==> config.mk <==
export PLATFORM = sky130hd
export DESIGN_NAME = atmos_light_topk
export DESIGN_NICKNAME = d
export VERILOG_FILES = /design/src/rtl/atmos_light_topk_pkg.sv /design/src/rtl/atmos_light_topk_list.sv /design/src/rtl/atmos_light_topk.sv
export SDC_FILE = /design/constraint.sdc
export NUM_CORES = 1
export LEC_CHECK = 0
export CORE_MARGIN = 1
export CORE_UTILIZATION = 45
export CTS_CLUSTER_DIAMETER = 150
export DETAILED_ROUTE_END_ITERATION = 8
export PLACE_DENSITY = 0.7
export SLEW_MARGIN = 20
export SYNTH_ARGS = -nofsm -noshare
export SYNTH_HDL_FRONTEND = slang
export SYNTH_SLANG_ARGS = --single-unit
==> constraint.sdc <==
create_clock -name clk -period 5.05 [get_ports clk]
set_input_delay 1.01 -clock clk [delete_from_list [all_inputs] [get_ports clk]]
set_output_delay 1.01 -clock clk [all_outputs]
set_load 0.05 [all_outputs]
==> src/rtl/atmos_light_topk_pkg.sv <==
// Shared ISP definitions for the atmospheric-light estimator: FSM encoding
// and the pixel-coordinate width.
package atmos_light_topk_pkg;

    localparam int unsigned COORD_W = 11;

    typedef enum logic [1:0] {
        ST_IDLE    = 2'd0,
        ST_AVERAGE = 2'd1,
        ST_FILTER  = 2'd2
    } atmos_state_e;

endpackage

==> src/rtl/atmos_light_topk_list.sv <==
// Descending-by-dark TOP_K candidate list with single-cycle insertion, clear,
// and parallel read-out of the list as it stands after this cycle's insertion.
module topk_sorted_list
    import atmos_light_topk_pkg::*;
#(
    parameter int unsigned DATA_W = 8,
    parameter int unsigned TOP_K  = 8
) (
    input  logic                           clk,
    input  logic                           rst_n,
    input  logic                           ins_i,
    input  logic                           clr_i,
    input  logic [DATA_W-1:0]              dark_i,
    input  logic [DATA_W-1:0]              maxrgb_i,
    input  logic [COORD_W-1:0]             x_i,
    input  logic [COORD_W-1:0]             y_i,
    output logic [TOP_K-1:0][DATA_W-1:0]   rd_maxrgb_o,
    output logic [COORD_W-1:0]             rd_x0_o,
    output logic [COORD_W-1:0]             rd_y0_o
);

    typedef struct packed {
        logic                vld;
        logic [DATA_W-1:0]   dark;
        logic [DATA_W-1:0]   maxrgb;
        logic [COORD_W-1:0]  x;
        logic [COORD_W-1:0]  y;
    } entry_t;

    entry_t             list_q   [TOP_K];
    entry_t             list_d   [TOP_K];
    entry_t             ins_list [TOP_K];
    entry_t             pix;
    logic [TOP_K-1:0]   beats;

    // beats[] is monotonic (valid entries are contiguous and sorted), so the
    // insertion rank is the first set bit and every later rank shifts down.
    always_comb begin
        pix = '{vld: 1'b1, dark: dark_i, maxrgb: maxrgb_i, x: x_i, y: y_i};
        for (int unsigned i = 0; i < TOP_K; i++) begin
            beats[i]    = !list_q[i].vld || (list_q[i].dark < dark_i);
            ins_list[i] = list_q[i];
        end
        if (ins_i && beats[0]) begin
            ins_list[0] = pix;
        end
        for (int unsigned i = 1; i < TOP_K; i++) begin
            if (ins_i && beats[i]) begin
                ins_list[i] = beats[i-1] ? list_q[i-1] : pix;
            end
        end
        for (int unsigned i = 0; i < TOP_K; i++) begin
            list_d[i]      = clr_i ? '0 : ins_list[i];
            rd_maxrgb_o[i] = ins_list[i].maxrgb;
        end
        rd_x0_o = ins_list[0].x;
        rd_y0_o = ins_list[0].y;
    end

    always_ff @(posedge clk or negedge rst_n) begin
        if (!rst_n) begin
            for (int unsigned i = 0; i < TOP_K; i++) begin
                list_q[i] <= '0;
            end
        end else begin
            for (int unsigned i = 0; i < TOP_K; i++) begin
                list_q[i] <= list_d[i];
            end
        end
    end

endmodule

==> src/rtl/atmos_light_topk.sv <==
// Atmospheric-light estimator: averages maxRGB of the TOP_K darkest-channel
// maxima of each frame, clamps, and temporally smooths the result.
module atmos_light_topk
    import atmos_light_topk_pkg::*;
#(
    parameter int unsigned DATA_W    = 8,
    parameter int unsigned IMG_HDISP = 1024,
    parameter int unsigned IMG_VDISP = 768,
    parameter int unsigned TOP_K     = 8,
    parameter int unsigned A_MAX     = 240,
    parameter int unsigned IIR_SHIFT = 2
) (
    input  logic                clk,
    input  logic                rst_n,
    input  logic                per_frame_vsync,
    input  logic                per_frame_href,
    input  logic                per_frame_clken,
    input  logic [DATA_W-1:0]   per_img_dark,
    input  logic [DATA_W-1:0]   per_img_red,
    input  logic [DATA_W-1:0]   per_img_green,
    input  logic [DATA_W-1:0]   per_img_blue,
    output logic [DATA_W-1:0]   atmospheric_light,
    output logic [COORD_W-1:0]  atmospheric_pos_x,
    output logic [COORD_W-1:0]  atmospheric_pos_y,
    output logic                atmos_valid,
    output logic                busy
);

    localparam int unsigned LOG2K = $clog2(TOP_K);
    localparam int unsigned SUM_W = DATA_W + LOG2K;

    atmos_state_e                 state_q, state_d;
    logic                         vs_q;
    logic [COORD_W-1:0]           x_q, x_d, y_q, y_d;
    logic [LOG2K-1:0]             idx_q, idx_d;
    logic [SUM_W-1:0]             sum_q, sum_d;
    logic [TOP_K-1:0][DATA_W-1:0] shadow_q, shadow_d;
    logic [COORD_W-1:0]           shx_q, shx_d, shy_q, shy_d;
    logic [DATA_W-1:0]            light_q, light_d;
    logic [COORD_W-1:0]           posx_q, posx_d, posy_q, posy_d;
    logic                         valid_q, valid_d;
    logic                         first_q, first_d;

    logic                         vs_rise, stb, last_x, last_y, frame_end;
    logic [DATA_W-1:0]            maxrgb, avg, avg_c, filt;
    logic [SUM_W-1:0]             avg_full;
    logic signed [DATA_W:0]       diff, step;
    logic [TOP_K-1:0][DATA_W-1:0] rd_maxrgb;
    logic [COORD_W-1:0]           rd_x0, rd_y0;

    // A vsync rising edge aborts the frame and takes priority over a strobe.
    assign vs_rise   = per_frame_vsync & ~vs_q;
    assign stb       = per_frame_href & per_frame_clken & ~vs_rise;
    assign last_x    = (x_q == COORD_W'(IMG_HDISP - 1));
    assign last_y    = (y_q == COORD_W'(IMG_VDISP - 1));
    assign frame_end = stb & last_x & last_y;

    always_comb begin
        maxrgb = per_img_red;
        if (per_img_green > maxrgb) maxrgb = per_img_green;
        if (per_img_blue > maxrgb)  maxrgb = per_img_blue;
    end

    topk_sorted_list #(
        .DATA_W (DATA_W),
        .TOP_K  (TOP_K)
    ) u_list (
        .clk         (clk),
        .rst_n       (rst_n),
        .ins_i       (stb),
        .clr_i       (vs_rise | frame_end),
        .dark_i      (per_img_dark),
        .maxrgb_i    (maxrgb),
        .x_i         (x_q),
        .y_i         (y_q),
        .rd_maxrgb_o (rd_maxrgb),
        .rd_x0_o     (rd_x0),
        .rd_y0_o     (rd_y0)
    );

    always_comb begin
        x_d = x_q;
        y_d = y_q;
        if (vs_rise) begin
            x_d = '0;
            y_d = '0;
        end else if (stb) begin
            if (last_x) begin
                x_d = '0;
                y_d = last_y ? '0 : y_q + COORD_W'(1);
            end else begin
                x_d = x_q + COORD_W'(1);
            end
        end
    end

    always_comb begin
        avg_full = sum_q >> LOG2K;
        avg      = avg_full[DATA_W-1:0];
        avg_c    = (avg > DATA_W'(A_MAX)) ? DATA_W'(A_MAX) : avg;
        diff     = $signed({1'b0, avg_c}) - $signed({1'b0, light_q});
        step     = diff >>> IIR_SHIFT;
        filt     = light_q + step[DATA_W-1:0];
    end

    always_comb begin
        state_d  = state_q;
        idx_d    = idx_q;
        sum_d    = sum_q;
        shadow_d = shadow_q;
        shx_d    = shx_q;
        shy_d    = shy_q;
        light_d  = light_q;
        posx_d   = posx_q;
        posy_d   = posy_q;
        valid_d  = 1'b0;
        first_d  = first_q;
        case (state_q)
            ST_IDLE: begin
                if (frame_end) begin
                    shadow_d = rd_maxrgb;
                    shx_d    = rd_x0;
                    shy_d    = rd_y0;
                    idx_d    = '0;
                    sum_d    = '0;
                    state_d  = ST_AVERAGE;
                end
            end
            ST_AVERAGE: begin
                sum_d = sum_q + SUM_W'(shadow_q[idx_q]);
                idx_d = idx_q + LOG2K'(1);
                if (idx_q == LOG2K'(TOP_K - 1)) state_d = ST_FILTER;
            end
            ST_FILTER: begin
                light_d = (first_q || (IIR_SHIFT == 0)) ? avg_c : filt;
                posx_d  = shx_q;
                posy_d  = shy_q;
                valid_d = 1'b1;
                first_d = 1'b0;
                state_d = ST_IDLE;
            end
            default: state_d = ST_IDLE;
        endcase
    end

    always_ff @(posedge clk or negedge rst_n) begin
        if (!rst_n) begin
            state_q  <= ST_IDLE;
            vs_q     <= 1'b0;
            x_q      <= '0;
            y_q      <= '0;
            idx_q    <= '0;
            sum_q    <= '0;
            shadow_q <= '0;
            shx_q    <= '0;
            shy_q    <= '0;
            light_q  <= '0;
            posx_q   <= '0;
            posy_q   <= '0;
            valid_q  <= 1'b0;
            first_q  <= 1'b1;
        end else begin
            state_q  <= state_d;
            vs_q     <= per_frame_vsync;
            x_q      <= x_d;
            y_q      <= y_d;
            idx_q    <= idx_d;
            sum_q    <= sum_d;
            shadow_q <= shadow_d;
            shx_q    <= shx_d;
            shy_q    <= shy_d;
            light_q  <= light_d;
            posx_q   <= posx_d;
            posy_q   <= posy_d;
            valid_q  <= valid_d;
            first_q  <= first_d;
        end
    end

    assign atmospheric_light = light_q;
    assign atmospheric_pos_x = posx_q;
    assign atmospheric_pos_y = posy_q;
    assign atmos_valid       = valid_q;
    assign busy              = (state_q != ST_IDLE);

endmodule

==> impl_metrics.tcl <==
set metrics [dict create \
    finalHoldWorstSlack_ns 0.467 \
    share_of_flip_flops_with_an_asynchronous_set_or_reset 1.00 \
    maximum_number_of_pins_on_one_net_before_global_route_repair 123 \
    synth_top_cell_by_area "sky130_fd_sc_hd__dfrtp_1" \
    met1Wirelength_um 19400 \
    grt_antenna_before_repair 0 \
    nets 1947 \
    worst_max_slew_pin_slew_ns 1.04 \
    cts.clk_slew.worst_paths_ns 0.06 \
    post_synth_instance_area_um2 16900 \
    post-cts-setup-buffer-count 0 \
    cp_endpoint_kind "flop" \
    cts_sinks 315 \
    minimum_clock_period_ns 4.53 \
    power.static_leakage_nw 9.22 \
    rsz0062_at_grt "false" \
    result_of_the_run "completed" \
    synth-adder-area-share 0.0751 \
    floorplan.io_pins 69 \
    cts_resized 0 \
    worstPathRequired_ns 5.42 \
    start_util 0.459 \
    synthesis.instances 1746 \
    post-dp-hpwl_um 28900 \
    yosysUniqueCellTypes 61 \
    highest-signal-layer "met4" \
    hold_buffers 0 \
    yosys-top-cells-area "sky130_fd_sc_hd__dfrtp_1, sky130_fd_sc_hd__ha_1, sky130_fd_sc_hd__mux2i_1" \
    maximum_buffer_depth_of_the_clock_tree 3 \
    post-route-worst-setup-slack_ns 0.523 \
    ys.flop_type "sky130_fd_sc_hd__dfrtp_1" \
    cts_tree "done" \
    finalCritPeriodShare 0.896 \
    grt.total_usage 0.218 \
    place_worst_setup_slack_ns 0.0243 \
    wp_data_arrival_ns 4.89 \
    synth.mux.area_fraction 0.0825 \
    ys_seq_area_frac 0.467 \
    synth_edf_count 0 \
    layout-area-overhead-vs-synth_pct 14.7 \
    synth_xor_xnor_area_share 0.0125 \
    floorplan.die.width_um 196 \
    avgSynthCellArea_um2 9.66 \
    timing_max_transition_violations_final 0 \
    grt_first_pass_wirelength_um 68300 \
    routed-via-count 13200 \
    critPathLaunch "per_img_red[7]" \
    compound_gate_fraction_of_synth_area 0.193 \
    routed_via_density 5.74 \
    setup-violations-final 0 \
    post_synth_and_or_nand_nor_area_fraction 0.136 \
    insertedDiodeCount 0 \
    fill_cells 3280 \
    highest_ir_drop_seen_on_vdd_v 0.000260 \
    synth_top_family_by_area "compound AO/OA/AOI/OAI gates" \
    crit_type "in2reg" \
    first_global_vias 13200 \
    place.port_buffers 68 \
    drc 0 \
    insertion_delay_ns 0.53 \
    yosys_warnings 0 \
    pre_antenna_drt_iters 6 \
    slew-limit-headroom 0.305 \
    root_buffer "sky130_fd_sc_hd__clkbuf_16" \
    fin_worst_skew_ns 0.0164 \
    hold_path_class "reg2reg" \
    synthesis.nets 1883 \
    final_hold_viols 0 \
    routed_wirelength_um 41000 \
    finalSetupTns_ns 0 \
    drt.antenna.violating_nets 0 \
    path_max_fanout 9 \
    cap_violations 0 \
    power.density_cell_area_nw_per_um2 335 \
    synth_commonest_cells "sky130_fd_sc_hd__dfrtp_1, sky130_fd_sc_hd__nand2_1, sky130_fd_sc_hd__a21oi_1" \
    post_detailed_route_wirelength_per_cell_um 17.8 \
    ys_ff_latch 315 \
    wl_met3_um 1880 \
    iter_0_drt_violations 873 \
    met2_wirelength_um 18900 \
    cp-start-kind "primary input" \
    design.die.area_um2 38300 \
    worst_flop_to_flop_path_startpoint "sum_q[9]" \
    htree_num_levels 2 \
    area_of_the_core_um2 36800 \
    cts-buffers-inserted 35 \
    yosysMostFrequentCell "sky130_fd_sc_hd__dfrtp_1" \
    gp_congestion 0.852 \
    site_rows 70 \
    hp-start "shx_q[3]" \
    timing.fmax_mhz 221 \
    globalRouteOverflowTotal 0 \
    synth_top_area_share 0.466 \
    final_layout_size_suffix_gt1_frac 0.0894 \
    fp.dieH_um 196 \
]
## metal layers
metal  GRT usage  up-vias
li1            -     6420
met5           0        -
met2       0.355      320
met4      0.0551        0
met1       0.307     6429
met3      0.0309       59
## layout by cell type (no fill, tap or decap), types with 6 or more instances in the layout
master	count
sky130_fd_sc_hd__dfrtp_1	314
sky130_fd_sc_hd__nand2_1	223
sky130_fd_sc_hd__a21oi_1	180
sky130_fd_sc_hd__o21ai_0	166
sky130_fd_sc_hd__nor2_1	133
sky130_fd_sc_hd__ha_1	98
sky130_fd_sc_hd__mux2i_1	94
sky130_fd_sc_hd__clkdlybuf4s50_1	67
sky130_fd_sc_hd__inv_1	47
sky130_fd_sc_hd__buf_4	46
sky130_fd_sc_hd__a211oi_1	38
sky130_fd_sc_hd__clkbuf_16	35
sky130_fd_sc_hd__o22ai_1	32
sky130_fd_sc_hd__and2_1	31
sky130_fd_sc_hd__nor3_1	26
sky130_fd_sc_hd__nand3_1	22
sky130_fd_sc_hd__nand4_1	18
sky130_fd_sc_hd__a21o_1	17
sky130_fd_sc_hd__o2bb2ai_1	17
sky130_fd_sc_hd__mux4_2	16
sky130_fd_sc_hd__nand2b_1	14
sky130_fd_sc_hd__clkbuf_1	14
sky130_fd_sc_hd__a31oi_1	12
sky130_fd_sc_hd__xor2_1	12
sky130_fd_sc_hd__xnor2_1	12
sky130_fd_sc_hd__nor2b_1	9
sky130_fd_sc_hd__o31ai_2	9
sky130_fd_sc_hd__o31ai_1	9
sky130_fd_sc_hd__mux2_2	8
sky130_fd_sc_hd__o21ai_1	7
sky130_fd_sc_hd__a21bo_2	7
sky130_fd_sc_hd__and3_1	7
sky130_fd_sc_hd__clkbuf_8	6
sky130_fd_sc_hd__buf_12	6
## path summary, 6_finish.rpt
kind,end,slack [ns],depth (start not counted)
worst min register to register,atmospheric_pos_x[3],0.47,2
worst min-delay path,atmospheric_pos_x[3],0.47,2
min in group asynchronous,atmospheric_pos_x[6],0.54,1
max in group asynchronous,u_list.list_q[300],3.43,2
worst max register to register,atmospheric_light[7],1.26,16
worst max-delay path,shadow_q[14],0.52,16
## power breakdown
group / switching, mW / internal [mW] / leakage (nW)
registers: 0.115 / 2.66 / 4.22
clock network: 1.01 / 1.43 / 0.527
logic: 0.733 / 0.522 / 4.47
total: 1.86 / 4.61 / 9.22
## cell type report
class / count / area [um2] / share of cell area
multi-input combinational: 1291 / 8460 / 0.437
sequential: 315 / 7880 / 0.408
timing repair buffer: 120 / 1150 / 0.0595
clock buffer: 55 / 1010 / 0.0523
tap: 468 / 586 / 0.0303
inverter: 47 / 176 / 0.00912
clock inverter: 7 / 73.8 / 0.00382
## state kept, by name (all words and copies together) (netlist names)
name	count
state_q	2
atmos_valid	1
sum_q	11
atmospheric_pos_x	11
shadow_q	64
x_q	11
atmospheric_light	8
shy_q	11
vs_q	1
first_q	1
y_q	11
shx_q	11
atmospheric_pos_y	11
idx_q	3
u_list.list_q	158
## metrics by stage
stage          cells  cell area (um2)  power, mW  utilization
3_5_place_dp    2241            18300       4.06        0.496
6_report        2303            19300       6.47        0.526
5_1_grt         2303            19300       6.79        0.526
3_3_place_gp    2241            18300       4.01        0.496
4_1_cts         2303            19300       6.51        0.526
2_1_floorplan   1746            16900       3.66            -
## worst max-delay path, cell delays in order
cell and delay [ns]:
sky130_fd_sc_hd__clkdlybuf4s50_1 0.49, sky130_fd_sc_hd__inv_1 0.05, sky130_fd_sc_hd__ha_1 0.31, sky130_fd_sc_hd__nand4_1 0.18, sky130_fd_sc_hd__o21ai_1 0.51, sky130_fd_sc_hd__nand3_1 0.19, sky130_fd_sc_hd__and2_1 0.18, sky130_fd_sc_hd__ha_1 0.28
sky130_fd_sc_hd__nor2b_1 0.13, sky130_fd_sc_hd__o211a_1 0.21, sky130_fd_sc_hd__o21ai_1 0.17, sky130_fd_sc_hd__and2_1 0.34, sky130_fd_sc_hd__a31oi_1 0.17, sky130_fd_sc_hd__buf_4 0.20, sky130_fd_sc_hd__a211oi_1 0.35, sky130_fd_sc_hd__o31ai_2 0.12
## kinds of logic after synthesis
group                      Yosys count
buffers and inverters              140
DFF                                315
AOI/OAI and AO/OA                  541
muxes                              118
xor gates and xnor gates            24
and+or+nand+nor                    508
adders and majority gates          100
No activity file was read; power rests on OpenSTA's default activity.
